===== src/rtl/sd_spi_init_ctrl.sv =====
// SPI-mode SD card initialiser: power-up clocks, CMD0/CMD8/CMD55+ACMD41/CMD58,
// reporting card version (v1/v2), capacity class (SC/HC) and a coded failure.
module sd_spi_init_ctrl #(
   parameter int POWERUP_CLKS = 512,
   parameter int GAP_CLKS     = 16,
   parameter int RSP_TIMEOUT  = 64,
   parameter int ACMD41_TRIES = 1024
) (
   input  logic       sdclk,
   input  logic       reset_n,
   input  logic       init_start,
   input  logic       dout,
   output logic       cs,
   output logic       din,
   output logic       init_ok,
   output logic       init_err,
   output logic [2:0] err_code,
   output logic       card_v2,
   output logic       card_hc,
   output logic       init_busy
);

   localparam int M1      = (POWERUP_CLKS > GAP_CLKS) ? POWERUP_CLKS : GAP_CLKS;
   localparam int M2      = (M1 > RSP_TIMEOUT) ? M1 : RSP_TIMEOUT;
   localparam int CNT_MAX = (M2 > 48) ? M2 : 48;
   localparam int CNT_W   = $clog2(CNT_MAX + 1);
   localparam int TRY_W   = $clog2(ACMD41_TRIES + 1);

   localparam logic [CNT_W-1:0] PWR_LAST = CNT_W'(POWERUP_CLKS - 1);
   localparam logic [CNT_W-1:0] GAP_LAST = CNT_W'(GAP_CLKS - 1);
   localparam logic [CNT_W-1:0] TO_LAST  = CNT_W'(RSP_TIMEOUT - 1);
   localparam logic [CNT_W-1:0] BIT_LAST = CNT_W'(47);
   localparam logic [TRY_W-1:0] TRY_LAST = TRY_W'(ACMD41_TRIES - 1);

   localparam logic [2:0] E_NONE  = 3'd0;
   localparam logic [2:0] E_CMD0  = 3'd1;
   localparam logic [2:0] E_CMD8  = 3'd2;
   localparam logic [2:0] E_CMD55 = 3'd3;
   localparam logic [2:0] E_A41   = 3'd4;
   localparam logic [2:0] E_TRIES = 3'd5;
   localparam logic [2:0] E_CMD58 = 3'd6;
   localparam logic [2:0] E_TOUT  = 3'd7;

   typedef enum logic [2:0] {
      S_IDLE, S_PWRUP, S_SEND, S_RESP, S_GAP, S_DONE, S_ERR
   } state_t;

   typedef enum logic [2:0] {
      C_CMD0, C_CMD8, C_CMD55, C_ACMD41, C_CMD58
   } cmd_t;

   function automatic logic [47:0] frame_of(input cmd_t c, input logic v2);
      logic [47:0] f;
      case (c)
         C_CMD0:   f = 48'h40_00000000_95;
         C_CMD8:   f = 48'h48_000001AA_87;
         C_CMD55:  f = 48'h77_00000000_65;
         C_ACMD41: f = v2 ? 48'h69_40000000_77 : 48'h69_00000000_E5;
         C_CMD58:  f = 48'h7A_00000000_FD;
         default:  f = 48'hFFFF_FFFF_FFFF;
      endcase
      return f;
   endfunction

   state_t           state_q, state_d;
   cmd_t             cmd_q, cmd_d;
   logic             fin_q, fin_d;
   logic [CNT_W-1:0] cnt_q, cnt_d;
   logic [5:0]       rcnt_q, rcnt_d;
   logic [39:0]      rsp_q, rsp_d;
   logic [47:0]      sr_q, sr_d;
   logic [TRY_W-1:0] try_q, try_d;
   logic             cs_q, cs_d;
   logic             din_q, din_d;
   logic             ok_q, ok_d;
   logic             err_q, err_d;
   logic [2:0]       code_q, code_d;
   logic             v2_q, v2_d;
   logic             hc_q, hc_d;
   logic             busy_q, busy_d;

   logic [7:0] r1;
   logic [5:0] rsp_len;
   logic       rsp_done;

   // R1 sits in the low byte after an 8-bit response, in the top byte after 40 bits.
   assign r1       = (rcnt_q == 6'd8) ? rsp_q[7:0] : rsp_q[39:32];
   assign rsp_len  = (cmd_q == C_CMD8 || cmd_q == C_CMD58) ? 6'd40 : 6'd8;
   assign rsp_done = (rcnt_q == rsp_len) || (rcnt_q == 6'd8 && rsp_q[2]);

   always_comb begin
      state_d = state_q;
      cmd_d   = cmd_q;
      fin_d   = fin_q;
      cnt_d   = cnt_q;
      rcnt_d  = rcnt_q;
      rsp_d   = rsp_q;
      sr_d    = sr_q;
      try_d   = try_q;
      code_d  = code_q;
      v2_d    = v2_q;
      hc_d    = hc_q;

      case (state_q)
         S_IDLE: begin
            if (init_start) begin
               state_d = S_PWRUP;
               cnt_d   = '0;
               try_d   = '0;
               fin_d   = 1'b0;
               cmd_d   = C_CMD0;
            end
         end
         S_PWRUP: begin
            if (cnt_q == PWR_LAST) begin
               state_d = S_SEND;
               cmd_d   = C_CMD0;
               sr_d    = frame_of(C_CMD0, 1'b0);
               cnt_d   = '0;
            end else begin
               cnt_d = cnt_q + 1'b1;
            end
         end
         S_SEND: begin
            sr_d = {sr_q[46:0], 1'b1};
            if (cnt_q == BIT_LAST) begin
               state_d = S_RESP;
               cnt_d   = '0;
               rcnt_d  = '0;
            end else begin
               cnt_d = cnt_q + 1'b1;
            end
         end
         S_RESP: begin
            if (rsp_done) begin
               state_d = S_GAP;
               cnt_d   = '0;
               case (cmd_q)
                  C_CMD0: begin
                     if (r1 == 8'h01) cmd_d = C_CMD8;
                     else begin state_d = S_ERR; code_d = E_CMD0; end
                  end
                  C_CMD8: begin
                     if (r1 == 8'h05) begin
                        v2_d  = 1'b0;
                        cmd_d = C_CMD55;
                     end else if (r1 == 8'h01 && rsp_q[11:0] == 12'h1AA) begin
                        v2_d  = 1'b1;
                        cmd_d = C_CMD55;
                     end else begin
                        state_d = S_ERR;
                        code_d  = E_CMD8;
                     end
                  end
                  C_CMD55: begin
                     if (r1 == 8'h00 || r1 == 8'h01) cmd_d = C_ACMD41;
                     else begin state_d = S_ERR; code_d = E_CMD55; end
                  end
                  C_ACMD41: begin
                     if (r1 == 8'h01) begin
                        if (try_q == TRY_LAST) begin
                           state_d = S_ERR;
                           code_d  = E_TRIES;
                        end else begin
                           try_d = try_q + 1'b1;
                           cmd_d = C_CMD55;
                        end
                     end else if (r1 == 8'h00) begin
                        if (v2_q) cmd_d = C_CMD58;
                        else begin fin_d = 1'b1; hc_d = 1'b0; end
                     end else begin
                        state_d = S_ERR;
                        code_d  = E_A41;
                     end
                  end
                  C_CMD58: begin
                     if (r1 == 8'h00) begin hc_d = rsp_q[30]; fin_d = 1'b1; end
                     else begin state_d = S_ERR; code_d = E_CMD58; end
                  end
                  default: begin state_d = S_ERR; code_d = E_CMD0; end
               endcase
            end else if (rcnt_q != 6'd0 || !dout) begin
               rsp_d  = {rsp_q[38:0], dout};
               rcnt_d = rcnt_q + 6'd1;
            end else if (cnt_q == TO_LAST) begin
               state_d = S_ERR;
               code_d  = E_TOUT;
            end else begin
               cnt_d = cnt_q + 1'b1;
            end
         end
         S_GAP: begin
            if (cnt_q == GAP_LAST) begin
               cnt_d = '0;
               if (fin_q) state_d = S_DONE;
               else begin
                  state_d = S_SEND;
                  sr_d    = frame_of(cmd_q, v2_q);
               end
            end else begin
               cnt_d = cnt_q + 1'b1;
            end
         end
         default: ;
      endcase

      // Dropping init_start aborts from anywhere, including mid-frame.
      if (!init_start) begin
         state_d = S_IDLE;
         cnt_d   = '0;
         rcnt_d  = '0;
         try_d   = '0;
         code_d  = E_NONE;
         v2_d    = 1'b0;
         hc_d    = 1'b0;
      end

      cs_d   = !(state_d == S_SEND || state_d == S_RESP);
      ok_d   = (state_d == S_DONE);
      err_d  = (state_d == S_ERR);
      busy_d = !(state_d == S_IDLE || state_d == S_DONE || state_d == S_ERR);
      din_d  = (state_q == S_SEND) ? sr_q[47] : 1'b1;
   end

   always_ff @(posedge sdclk or negedge reset_n) begin
      if (!reset_n) begin
         state_q <= S_IDLE;
         cmd_q   <= C_CMD0;
         fin_q   <= 1'b0;
         cnt_q   <= '0;
         rcnt_q  <= '0;
         rsp_q   <= '0;
         sr_q    <= '1;
         try_q   <= '0;
         cs_q    <= 1'b1;
         ok_q    <= 1'b0;
         err_q   <= 1'b0;
         code_q  <= E_NONE;
         v2_q    <= 1'b0;
         hc_q    <= 1'b0;
         busy_q  <= 1'b0;
      end else begin
         state_q <= state_d;
         cmd_q   <= cmd_d;
         fin_q   <= fin_d;
         cnt_q   <= cnt_d;
         rcnt_q  <= rcnt_d;
         rsp_q   <= rsp_d;
         sr_q    <= sr_d;
         try_q   <= try_d;
         cs_q    <= cs_d;
         ok_q    <= ok_d;
         err_q   <= err_d;
         code_q  <= code_d;
         v2_q    <= v2_d;
         hc_q    <= hc_d;
         busy_q  <= busy_d;
      end
   end

   // MOSI changes on the falling edge so the card samples it mid-bit on the rising edge.
   always_ff @(negedge sdclk or negedge reset_n) begin
      if (!reset_n) din_q <= 1'b1;
      else          din_q <= din_d;
   end

   assign cs        = cs_q;
   assign din       = din_q | cs_q;
   assign init_ok   = ok_q;
   assign init_err  = err_q;
   assign err_code  = code_q;
   assign card_v2   = v2_q;
   assign card_hc   = hc_q;
   assign init_busy = busy_q;

endmodule


===== config.mk =====
export PLATFORM = sky130hd
export DESIGN_NAME = sd_spi_init_ctrl
export DESIGN_NICKNAME = d
export VERILOG_FILES = /design/src/rtl/sd_spi_init_ctrl.sv
export SDC_FILE = /design/constraint.sdc
export NUM_CORES = 1
export LEC_CHECK = 0
export ABC_AREA = 1
export BUFFER_PORTS_ARGS = -buffer_cell sky130_fd_sc_hd__buf_4
export CAP_MARGIN = 20
export CELL_PAD_IN_SITES_DETAIL_PLACEMENT = 1
export CELL_PAD_IN_SITES_GLOBAL_PLACEMENT = 1
export CORE_MARGIN = 4
export CORE_UTILIZATION = 40
export CTS_CLUSTER_SIZE = 40
export DETAILED_ROUTE_END_ITERATION = 10
export GPL_ROUTABILITY_DRIVEN = 0
export GPL_TIMING_DRIVEN = 0
export PLACE_DENSITY = 0.72
export SETUP_SLACK_MARGIN = 0.3
export SLEW_MARGIN = 20
export SYNTH_ARGS = -nofsm -noshare
export SYNTH_HDL_FRONTEND = slang
export SYNTH_SLANG_ARGS = --single-unit

===== constraint.sdc =====
create_clock -name sdclk -period 5.37 [get_ports sdclk]
set_clock_uncertainty 0.05 [all_clocks]
set_input_delay 0.8055 -clock sdclk [delete_from_list [all_inputs] [get_ports sdclk]]
set_output_delay 0.8055 -clock sdclk [all_outputs]
set_load 0.005 [all_outputs]

==> reports/results.txt <==
CTS tree: built
RSZ-0062 raised after global routing: false
Final Slew Violations: 0
CP Buf/Inv Count: 1
Most common cell after layout, fill and taps aside: nand2_1
Row count: 47
Post-CTS sizing: 0
Top_reg_cell synth: dfrtp_1
Initial antenna violation count: 0
Initial DRC Count: 328
TritonCTS Buffers: 17
Vias: 5577
Register bit total from synthesis: 131
Final cell count without fillers: 1065
Kind of cell adding the most delay to the critical path: flip-flops
Slew HR: 0.594
Unique cell type count in the Yosys netlist: 52
Initial core utilization: 0.407
Outcome: finished clean
Uppermost routed layer: met4
Pin count of the biggest net entering global routing: 77
Crit path DAT: 3.88 ns
First-pass GRT wire length: 29400 µm
CP endpoint kind: primary output
Wire per inst: 16.0 µm
DP Cell Count: 1033
DR vias/cell: 5.24
DRT antenna net count: 0
Worst skew pair latency: 0.43 ns
PD cells: 393 nW/µm²
Core Area: 16500 µm²
Post-Syn Area: 6730 µm²
Worst endpoint required time: 4.51 ns
Nets: 840
Maxcap violations: 0
Cts hold-fix bufs: 0
WL final: 17000 µm
Seq/Total Area, Yosys: 0.496
HPWL Detailed: 12300 µm
Critical path, cell by cell: or2_2 -> buf_4
Routed wl met2: 8470 µm
Root Buffer: clkbuf_16
Syn Inst Count: 799
Slowest stage delay, CP: 0.35 ns
Most frequent cells in the layout: nand2_1 (166), dfrtp_1 (82), inv_1 (79)
GR Overflow Total: 0
Sink Count: 131
Fraction of registers with async set/reset: 1.00
Die Y: 138 µm
Hold Path Class: in -> async
Die area: 19000 µm²
Maximum vdd drop: 224 µV
Die span in x: 138 µm
PortBufs: 13
Hold Vio Cnt, Final: 0
IO Pins: 14
Largest fanout on the critical path: 1
Setup ws final: 0.637 ns
Setup TNS: 0 ns
Ant. Diodes: 0
Critical path type: reg -> out
Share of cells above drive strength 1: 0.200
Slowest cell on the critical path: dfstp_2
Vias in the first global route: 6006
Clock buffer depth: 2
Post-synth EDFFs: 0
Setup violators final: 0
# fillers: 1986
DRC errors left: 0
Pre-antenna DRT Iters: 4
Synth Net Count: 807
Level count of the clock H-tree: 4
Gr usage total: 0.195
Worst-Margin Slew: 0.603 ns
Mapped Avg Cell Area: 8.42 µm²
Pre-CTS setup slack: 1.09 ns
Final core occ: 0.468
Met3 routed WL: 484 µm
Lkg Pwr: 3.29 nW
CTS clk-pin slew, worst paths: 0.05 ns
Area Overhead vs Synth: 14.9%
Number of setup buffers added after CTS: 0
CP Launch Type: register
Metal-1 WL: 7810 µm
Synth Warn #: 0
==> synthesized netlist by cell type, types with 5 or more instances <==
| cell type | n | area share |
|---|---|---|
| nand2_1 | 166 | 0.093 |
| nand2_2 | 9 | 0.0084 |
| clkbuf_1 | 10 | 0.0056 |
| nand4_1 | 9 | 0.0084 |
| nor3_1 | 17 | 0.013 |
| nor2_2 | 11 | 0.010 |
| nand3_1 | 46 | 0.034 |
| inv_1 | 79 | 0.044 |
| o21ai_1 | 38 | 0.028 |
| dfrtp_1 | 82 | 0.30 |
| a31oi_1 | 15 | 0.014 |
| o21ai_0 | 46 | 0.034 |
| dfstp_2 | 49 | 0.19 |
| buf_2 | 13 | 0.0097 |
| a21oi_1 | 45 | 0.033 |
| nor2_1 | 71 | 0.040 |
| inv_2 | 11 | 0.0061 |
| nor2_4 | 5 | 0.0084 |
| mux2_1 | 18 | 0.030 |
==> path summary, 6_finish.rpt <==
check	start	endpoint	slack (ns)	depth (start not counted)
max	din_q$_DFF_NN1_	din	0.64	2
min	reset_n	rsp_q[4]$_DFFE_PN0P_	0.24	1
max reg2reg	state_q[1]$_DFF_PN0_	din_q$_DFF_NN1_	1.33	6
min reg2reg	sr_q[1]$_DFFE_PN1P_	sr_q[2]$_DFFE_PN1P_	0.43	2
max in group asynchronous	reset_n	din_q$_DFF_NN1_	1.59	2
min in group sdclk	sr_q[1]$_DFFE_PN1P_	sr_q[2]$_DFFE_PN1P_	0.43	2
==> metrics by stage <==
step	power, mW	hold slack (ns)	instance area (µm²)
floorplan	1.70	0.396	6730
global placement	1.85	0.405	7100
detailed placement	1.89	0.419	7140
CTS	3.07	0.262	7730
global route	3.20	0.265	7730
finish	3.04	0.243	7730
==> sequential cells by signal, summed over array words and instances, names as in the netlist, 3 cells and up <==
register  flops
cmd_q         3
rsp_q        40
err_code      3
rcnt_q        6
try_q        11
state_q       3
sr_q         47
cnt_q        10
==> cell families after synthesis <==
logic type / synth area share
xor gates and xnor gates: 0.00391
buffers and inverters: 0.0742
muxes: 0.0333
DFF: 0.496
adders and majority gates: 0.00744
and+or+nand+nor: 0.244
AOI/OAI and AO/OA: 0.141
==> layer usage <==
| metal | up-vias | track usage |
|---|---|---|
| met4 | 0 | 0.0587 |
| met1 | 2799 | 0.252 |
| met2 | 59 | 0.328 |
| li1 | 2703 | - |
| met3 | 16 | 0.0431 |
| met5 | - | 0 |
==> where the power goes <==
group          internal [mW]  leakage (nW)  switching [mW]
registers               1.19          1.62          0.0916
logic                  0.190          1.36           0.400
clock network          0.726         0.301           0.439
==> area by class of cell <==
class	count	area, µm²	share of cell area
sequential	131	3340	0.432
multi-input combinational	549	2890	0.374
buffer	28	155	0.0201
tap	220	275	0.0356
inverter	90	340	0.0440
clock inverter	9	75.1	0.00971
clock buffer	24	524	0.0678
timing repair buffer	14	133	0.0172
No activity file was read; power rests on OpenSTA's default activity.
